**config.mk**
```make
export PLATFORM = sky130hd
export DESIGN_NAME = vx_cache_flush
export DESIGN_NICKNAME = d
export VERILOG_FILES = /design/src/rtl/vx_cache_flush.sv
export SDC_FILE = /design/constraint.sdc
export NUM_CORES = 1
export LEC_CHECK = 0
export CORE_ASPECT_RATIO = 1.4
export CORE_MARGIN = 4
export CORE_UTILIZATION = 40
export DETAILED_ROUTE_END_ITERATION = 12
export PLACE_DENSITY = 0.87
export SETUP_SLACK_MARGIN = 0.4
export SLEW_MARGIN = 20
export SYNTH_ARGS = -nofsm -noshare
export SYNTH_HDL_FRONTEND = slang
export SYNTH_SLANG_ARGS = --single-unit
```
**constraint.sdc**
```tcl
create_clock -name clk -period 7.9 [get_ports clk]
set_input_delay 2.37 -clock clk [delete_from_list [all_inputs] [get_ports clk]]
set_output_delay 2.37 -clock clk [all_outputs]
set_load 0.01 [all_outputs]
```
**src/rtl/vx_cache_flush.sv**
```systemverilog
// Flush walker for one cache bank: visits every (line, way) tag entry, writes back
// valid dirty lines over a valid/ready handshake, invalidates valid lines, then pulses done.
module vx_cache_flush #(
  parameter int CACHE_SIZE = 16384,
  parameter int LINE_SIZE  = 64,
  parameter int NUM_BANKS  = 1,
  parameter int NUM_WAYS   = 1,
  parameter int TAG_WIDTH  = 20,
  localparam int NUM_LINES     = CACHE_SIZE / (LINE_SIZE * NUM_BANKS * NUM_WAYS),
  localparam int LINE_SEL_BITS = (NUM_LINES > 1) ? $clog2(NUM_LINES) : 1,
  localparam int WAY_SEL_BITS  = (NUM_WAYS > 1) ? $clog2(NUM_WAYS) : 1
) (
  input  logic                     clk,
  input  logic                     reset,
  input  logic                     flush_req_valid,
  output logic                     flush_req_ready,
  output logic                     busy,
  output logic                     tag_rd_valid,
  output logic [LINE_SEL_BITS-1:0] tag_rd_line,
  output logic [WAY_SEL_BITS-1:0]  tag_rd_way,
  input  logic                     tag_rsp_valid_bit,
  input  logic                     tag_rsp_dirty,
  input  logic [TAG_WIDTH-1:0]     tag_rsp_tag,
  output logic                     wb_valid,
  input  logic                     wb_ready,
  output logic [LINE_SEL_BITS-1:0] wb_line,
  output logic [WAY_SEL_BITS-1:0]  wb_way,
  output logic [TAG_WIDTH-1:0]     wb_tag,
  output logic                     inv_valid,
  output logic [LINE_SEL_BITS-1:0] inv_line,
  output logic [WAY_SEL_BITS-1:0]  inv_way,
  output logic                     done_valid
);

  localparam logic [LINE_SEL_BITS-1:0] LAST_LINE = LINE_SEL_BITS'(NUM_LINES - 1);
  localparam logic [WAY_SEL_BITS-1:0]  LAST_WAY  = WAY_SEL_BITS'(NUM_WAYS - 1);

  typedef enum logic [2:0] {
    S_IDLE,
    S_READ,
    S_CHECK,
    S_WB,
    S_INV,
    S_DONE
  } state_t;

  state_t                     state, state_n;
  logic [LINE_SEL_BITS-1:0]   line_ctr, line_n;
  logic [WAY_SEL_BITS-1:0]    way_ctr, way_n;
  logic [TAG_WIDTH-1:0]       tag_p1;
  logic                       advance;
  logic                       last_entry;

  // control state: counters and walker state
  always_ff @(posedge clk) begin
    if (reset) begin
      state    <= S_IDLE;
      line_ctr <= '0;
      way_ctr  <= '0;
    end else begin
      state    <= state_n;
      line_ctr <= line_n;
      way_ctr  <= way_n;
    end
  end

  // tag response is only valid in the CHECK cycle; hold it for the writeback
  always_ff @(posedge clk) begin
    if (state == S_CHECK) begin
      tag_p1 <= tag_rsp_tag;
    end
  end

  assign last_entry = (line_ctr == LAST_LINE) && (way_ctr == LAST_WAY);
  assign busy       = (state != S_IDLE);

  always_comb begin
    state_n         = state;
    line_n          = line_ctr;
    way_n           = way_ctr;
    advance         = 1'b0;
    flush_req_ready = 1'b0;
    tag_rd_valid    = 1'b0;
    tag_rd_line     = '0;
    tag_rd_way      = '0;
    wb_valid        = 1'b0;
    wb_line         = '0;
    wb_way          = '0;
    wb_tag          = '0;
    inv_valid       = 1'b0;
    inv_line        = '0;
    inv_way         = '0;
    done_valid      = 1'b0;

    case (state)
      S_IDLE: begin
        flush_req_ready = 1'b1;
        if (flush_req_valid) begin
          line_n  = '0;
          way_n   = '0;
          state_n = S_READ;
        end
      end
      S_READ: begin
        tag_rd_valid = 1'b1;
        tag_rd_line  = line_ctr;
        tag_rd_way   = way_ctr;
        state_n      = S_CHECK;
      end
      S_CHECK: begin
        if (!tag_rsp_valid_bit) begin
          advance = 1'b1;
        end else if (tag_rsp_dirty) begin
          state_n = S_WB;
        end else begin
          state_n = S_INV;
        end
      end
      S_WB: begin
        wb_valid = 1'b1;
        wb_line  = line_ctr;
        wb_way   = way_ctr;
        wb_tag   = tag_p1;
        if (wb_ready) begin
          state_n = S_INV;
        end
      end
      S_INV: begin
        inv_valid = 1'b1;
        inv_line  = line_ctr;
        inv_way   = way_ctr;
        advance   = 1'b1;
      end
      S_DONE: begin
        done_valid = 1'b1;
        state_n    = S_IDLE;
      end
      default: begin
        state_n = S_IDLE;
      end
    endcase

    // way is the inner index; compare against last indices rather than relying on wrap
    if (advance) begin
      if (last_entry) begin
        state_n = S_DONE;
      end else begin
        state_n = S_READ;
        if (way_ctr == LAST_WAY) begin
          way_n  = '0;
          line_n = line_ctr + 1'b1;
        end else begin
          way_n = way_ctr + 1'b1;
        end
      end
    end
  end

endmodule

```
Word level (Yosys, flattened, before mapping)
Cells that the tools add are included.
{"block": "classes", "n_eq_ne": 10, "n_reduce_logical": 4, "n_mux": 31, "n_addsub": 2, "bitwise": 1}
{"op": "$mux W8", "n": 8}
{"op": "$mux W20", "n": 1}
{"op": "$mux W3", "n": 6}
{"op": "$pmux W3 S5", "n": 1}
{"op": "$mux W1", "n": 14}
{"op": "$ne A3 B3 Y1 const B", "n": 3}
{"op": "$add A8 B1 Y8 const B", "n": 1}
{"op": "$eq A8 B8 Y1 const B", "n": 1}
{"op": "$eq A3 B2 Y1 const B", "n": 2}
{"op": "$eq A3 B3 Y1 const B", "n": 2}
{"op": "$reduce_and A4 Y1", "n": 1}
{"op": "$eq A3 B1 Y1 const B", "n": 1}
{"op": "$logic_not A3 Y1", "n": 1}
{"op": "$reduce_bool A3 Y1", "n": 1}
{"op": "$ne A2 B2 Y1 const B", "n": 1}
{"op": "$pmux W1 S2", "n": 1}
{"op": "$add A1 B1 Y1 const B", "n": 1}
{"op": "$logic_and A1 B1 Y1", "n": 1}
{"op": "$not A1 Y1", "n": 1}
{"block": "word_totals", "in_bits": 26, "ff_bits": 32}

Logic depth before layout (Yosys ltp)
Gate-level depths: netlist of run 1.
{"block": "depth", "depth_word": 5, "depth_mapped": 6, "mapped_depth_nobuf": 5}

Least setup slack after synthesis of run 1
No wires, ideal clock.
{"block": "synth_path", "path_type": "register to output", "start": "reg state[1]", "end": "out wb_line[0]", "path_slack_ps": 4244, "required_time_ps": 5530, "arrival_time_ps": 1286, "stages_incl_launch_ff": 5, "n_path_buf": 2, "path_cell_list": "dfxtp_1 clkbuf_1 and3b_2 clkbuf_1 and2_1"}
{"block": "synth_between", "elab_chain_cells": 2}
{"item": "start, declared", "line": "47", "text": "state_t state, state_n;"}
{"item": "start signal, assigned", "line": "61", "text": "state <= state_n;"}
{"item": "$eq A3 B2 Y1", "line": "95", "text": "case (state)"}
{"item": "$mux W8", "line": "95"}
{"item": "end, declared", "line": "26", "text": "output logic [LINE_SEL_BITS-1:0] wb_line,"}
No other way between the ends.

Worst setup path in the final report of run 1
{"block": "layout_path", "start": "reg state[0]", "end": "out tag_rd_way"}
{"block": "layout_between", "elab_chain_cells": 2}
{"item": "$eq A3 B1 Y1", "line": "95"}
{"item": "$mux W1", "line": "95"}
{"item": "end, declared", "line": "20", "text": "output logic [WAY_SEL_BITS-1:0] tag_rd_way,"}
No other way between the ends.

==> run metrics, run 1 <==
slew margin rel.=0.598; post-synth net total=186; most frequent cells in the layout=78 x clkdlybuf4s50_1, 47 x and2_1, 20 x edfxtp_1; status=complete, no violations; Worst path depth=3; vias in the first global route=1314; post-route ant nets=0; Synth Warn #=0; Vias/cell=5.04; Post-Synth XOR/XNOR Area=0; sequential share of the synthesized area=0.507; Placement Cell Area=2460 um^2; total routing usage reported by global routing=0.154; peak supply drop=0.116 mV; die height=84.2 um; routed vias=1410; Most used DFF post-synth=edfxtp_1; Synth cell types=40; gpl congestion=0.772; Post-Synthesis Cells=159; Post-synth EDFFs=20; Root Buffer=clkbuf_8; Worst Setup Start Kind=flip-flop; Final period util=0.564; Ports=79; setup TNS=0 ns; GRT overflow=0; layout cells sized above 1=0.0759; Layout Nets=263; Clock Skews=0.00226 ns; cell family contributing the most delay on the critical path=simple AND/OR/NAND/NOR gates; Crit-path slowest cell=nor3b_2; antenna fix cells=0; detailed router's first-iteration violation count=45; CP Cell Sequence=nor3b_2 -> and2_1 -> clkdlybuf4s50_1; Pwr per Cell Area=154 nW/um^2; Req. time, crit path=5.53 ns; CTS tree=built; largest net degree at the start of global routing=32; Synth Area in Compound Gates=0.109; post-CTS sizing=0; mean post-synth cell area=10.4 um^2; final wirelength=4.04 mm; Worst Hold Class=flip-flop to flip-flop; area grow syn2layout=54.7%; clock slew at reported path FFs=0.06 ns; total design power=0.396 mW; Max H-tree Level=2; largest family of logic cells by synthesized area=simple AND/OR/NAND/NOR gates; CP arrival=2.08 ns; hold_ws=0.498 ns; CTS Buf Count=5; final worst setup slack=3.45 ns; Worst setup EP type=output port; drt wl/cell=14.4 um; CP bufs+invs=1; first-pass GRT wire length=6.51 mm; CP peak stage delay=0.55 ns; Pleak=0.898 nW; Post-Synth Adder-Cell Area=0.00755; # rows=27; Max Cap Viol=0; Design Area, Final=2560 um^2; hold_buf cts=0; Post-CTS Setup Inserts=0; DRC Markers=0; Final Hold Viols=0; fraction of synthesized area in multiplexers=0.00604; FF-to-FF path depth=5; post-route minimum period=4.45 ns; most common cell after layout, fill and taps aside=clkdlybuf4s50_1; die width=62.4 um; crit path kind=flip-flop to output port; Final Max Slew Viols=0; simple-gate area share of the yosys netlist=0.318; FF+latch count, synth=32; I/O Buffers=78; Place WS=3.71 ns; fmax=0.224 GHz; RSZ-0062 raised after global routing=no; DRT Pass-1 Iters=4; fraction of registers with async set/reset=0; initial antenna violation count=0; clk sinks=32; Hold Path Cell Cnt=2; # setup viols final=0; worst skew pair latency=0.28 ns; critical path peak fanout=12; area of the mapped netlist=1660 um^2; starting density of the core=0.419; Least-Margin Pin Slew=0.601 ns; area of the die=5250 um^2; core area=3950 um^2; Max Buffers Root-to-Sink=2; detailed placer's ending HPWL=2.99 mm
## cells in the mapped netlist (2+ instances only)
cell       n  area share
nand2_1    4      0.0091
dfxtp_1   12        0.14
and3_1     2      0.0075
edfxtp_1  20        0.36
nand3_1    4       0.012
inv_1      8       0.018
clkbuf_1   6       0.014
nor3_1     2      0.0060
nand2b_1   3       0.011
buf_2      2      0.0060
and3b_2    2       0.012
nor2b_1    3       0.011
nor3b_1    2      0.0091
nor2_1     4      0.0091
o41ai_1    4       0.021
buf_6      2       0.014
nor3b_2    2       0.015
a21oi_1    5       0.015
o21ai_0    2      0.0060
or3_1      2      0.0075
and2_1    47        0.18
o21ai_2    2       0.011
or4b_1     2       0.012
## cells by family after synthesis
kind of cell    after synthesis
simple gates                 83
flops                        32
compound gates               24
buf+inv                      18
mux                           1
fa+ha+maj                     1
## routing by layer
metal  share of wire  wire, um  vias to the layer above  GRT usage
met5               0         0                        -          0
met4          0.0099        40                        0     0.0483
li1                -         -                      716          -
met1            0.42      1690                      644      0.191
met2            0.52      2110                       46      0.258
met3           0.048       192                        4     0.0415
## path summary, 6_finish.rpt
kind	end	slack (ns)	start
worst max-delay path	tag_rd_way	3.45	state[0]
worst min-delay path	way_ctr	0.50	way_ctr
worst max register to register	line_ctr[6]	6.12	line_ctr[0]
worst min register to register	way_ctr	0.50	way_ctr
## worst register-to-register path: cells and delay by family, from the launching register on
family	cells	cell delay, ns
compound gates	1	0.11
fa+ha+maj	1	0.27
flops	1	0.44
simple gates	3	0.84
## where the power goes
| part | switching [mW] | leakage (nW) | internal, mW |
|---|---|---|---|
| registers | 0.00601 | 0.279 | 0.185 |
| logic | 0.0244 | 0.564 | 0.0292 |
| clock network | 0.0575 | 0.0552 | 0.0935 |
| total | 0.0879 | 0.898 | 0.308 |
## metrics by stage
stage          std cells   util
2_1_floorplan        159      -
3_3_place_gp         272  0.622
3_5_place_dp         272  0.622
4_1_cts              280  0.649
5_1_grt              280  0.649
6_report             280  0.649
## layout make-up
| type | instances | area (um^2) |
|---|---|---|
| Fill cell | 319 | 1390 |
| Multi-Input combinational cell | 109 | 737 |
| Clock inverter | 2 | 35.0 |
| Inverter | 8 | 30.0 |
| Tap cell | 43 | 53.8 |
| Sequential cell | 32 | 841 |
| Clock buffer | 6 | 72.6 |
| Timing Repair Buffer | 80 | 796 |
## state kept, by name, summed over array words and instances, names as in the netlist
register / cells
way_ctr: 1
tag_p1: 20
state: 3
line_ctr: 8
Power figures use the tool's default switching activity.
==> run 2: changes to the inputs <==
- CORE_UTILIZATION: 40 -> 37
- PLACE_DENSITY: 0.87 -> 0.85
- clock period: 7.9 -> 3.8 ns (I/O delays scaled with it)
==> run 2 against run 1 <==
Compared with the run above: flip-flop and latch count is the same; utilization fell by 4.9 points; setup slack worse by 2.9 ns; critical endpoint is now wb_way; largest cell class unchanged; largest power group unchanged.
==> run metrics, run 2 (same netlist as run 1, synthesis figures left out) <==
status=complete, no violations; CP arrival=2.10 ns; Root Buffer=clkbuf_8; DRT Pass-1 Iters=4; area of the die=5630 um^2; Req. time, crit path=2.66 ns; core area=4270 um^2; layout cells sized above 1=0.0675; slew margin rel.=0.558; gpl congestion=0.801; drt wl/cell=14.3 um; Largest regs=tag_p1: 20 flops, line_ctr: 8 flops, state: 3 flops; Vias/cell=4.92; peak supply drop=0.132 mV; Max H-tree Level=2; Reg2Reg Capture Point=line_ctr[3]; Pleak=0.882 nW; routed vias=1461; Place WS=0.789 ns; total routing usage reported by global routing=0.160; antenna fix cells=0; Layout Nets=263; die height=87.2 um; Design Area, Final=2560 um^2; GRT overflow=0; clock slew at reported path FFs=0.06 ns; Final Max Slew Viols=0; initial antenna violation count=0; Max Buffers Root-to-Sink=2; Worst Setup Start Kind=flip-flop; first-pass GRT wire length=6.92 mm; Hold Path Cell Cnt=2; DRC Markers=0; Final Hold Viols=0; I/O Buffers=78; Worst Hold Class=flip-flop to flip-flop; Reg with most FFs=tag_p1; hold_sp=way_ctr; Worst setup EP type=output port; Final period util=0.852; Comb pwr share=0.151; max reg flops=20; fmax=0.309 GHz; RSZ-0062 raised after global routing=no; crit path kind=flip-flop to output port; CTS Buf Count=5; post-route ant nets=0; vias in the first global route=1374; most common cell after layout, fill and taps aside=clkdlybuf4s50_1; starting density of the core=0.388; Placement Cell Area=2480 um^2; largest net degree at the start of global routing=32; critical path peak fanout=31; worst skew pair latency=0.28 ns; Int Pwr=0.571 mW; sw frac=0.241; sequential share of power=0.529; clk sinks=32; die width=64.6 um; area grow syn2layout=54.7%; # setup viols final=0; Pwr per Cell Area=294 nW/um^2; final worst setup slack=0.563 ns; clock power share=0.320; r2r setup slk=1.92 ns; CTS tree=built; WHS Endpoint=way_ctr; Post-CTS Setup Inserts=0; Ports=79; detailed placer's ending HPWL=3.26 mm; setup TNS=0 ns; post-route minimum period=3.24 ns; Max Cap Viol=0; most frequent cells in the layout=78 x clkdlybuf4s50_1, 47 x and2_1, 20 x edfxtp_1; Worst R2R Start=line_ctr[0]; # rows=28; Sw Pwr=0.182 mW; final wirelength=4.26 mm; Clock Skews=0.00485 ns; detailed router's first-iteration violation count=56; Least-Margin Pin Slew=0.660 ns; FF-to-FF path depth=5
-- run 2: metrics by stage --
stage | utilization | std cells | hold slack, ns | power, mW
6_report | 0.600 | 297 | 0.486 | 0.753
5_1_grt | 0.600 | 297 | 0.520 | 0.793
4_1_cts | 0.599 | 297 | 0.491 | 0.757
3_5_place_dp | 0.580 | 289 | 0.482 | 0.518
3_3_place_gp | 0.580 | 289 | 0.466 | 0.515
2_1_floorplan | - | 159 | 0.448 | 0.456
-- run 2: critical path, stage by stage (launching register included) --
cell and delay (ns):
dfxtp_1 0.55, and3b_2 0.53, and2_1 0.20, clkdlybuf4s50_1 0.54
-- run 2: layout make-up --
class / count / area [um^2]
Clock inverter: 2 / 7.51
Timing Repair Buffer: 80 / 796
Inverter: 8 / 30.0
Tap cell: 60 / 75.1
Sequential cell: 32 / 841
Fill cell: 365 / 1710
Multi-Input combinational cell: 109 / 743
Clock buffer: 6 / 72.6
-- run 2: worst max path at each step --
stage | slack [ns] | depth (start not counted) | end | start
4_1_cts | 0.49 | 3 | tag_rd_line[3] | state[0]
3_5_place_dp | 0.79 | 3 | tag_rd_line[3] | state[0]
5_1_grt | 0.41 | 3 | wb_line[2] | state[1]
2_1_floorplan | 1.08 | 3 | way_ctr | state[1]
3_3_place_gp | 0.86 | 3 | tag_rd_way | state[0]
6_report | 0.56 | 3 | wb_way | state[1]
-- run 2: per-layer routing --
| metal | vias up | wire length (um) | global-route usage | share of wire |
|---|---|---|---|---|
| met4 | 0 | 75 | 0.0654 | 0.018 |
| met2 | 61 | 2260 | 0.288 | 0.53 |
| li1 | 713 | - | - | - |
| met5 | - | 0 | 0 | 0 |
| met3 | 6 | 234 | 0.0362 | 0.055 |
| met1 | 681 | 1680 | 0.181 | 0.40 |
-- run 2: repair_timing --
item	CTS	global route
hold buffers	0	0
setup endpoints to repair	0	9
resized for setup	0	1
-- run 2: power groups by stage --
stage,clock (mW),combinational (mW),sequential (mW)
floorplan,0,0.0596,0.397
global placement,0,0.111,0.404
detailed placement,0,0.113,0.405
CTS,0.246,0.114,0.398
global route,0.268,0.124,0.400
finish,0.241,0.114,0.398
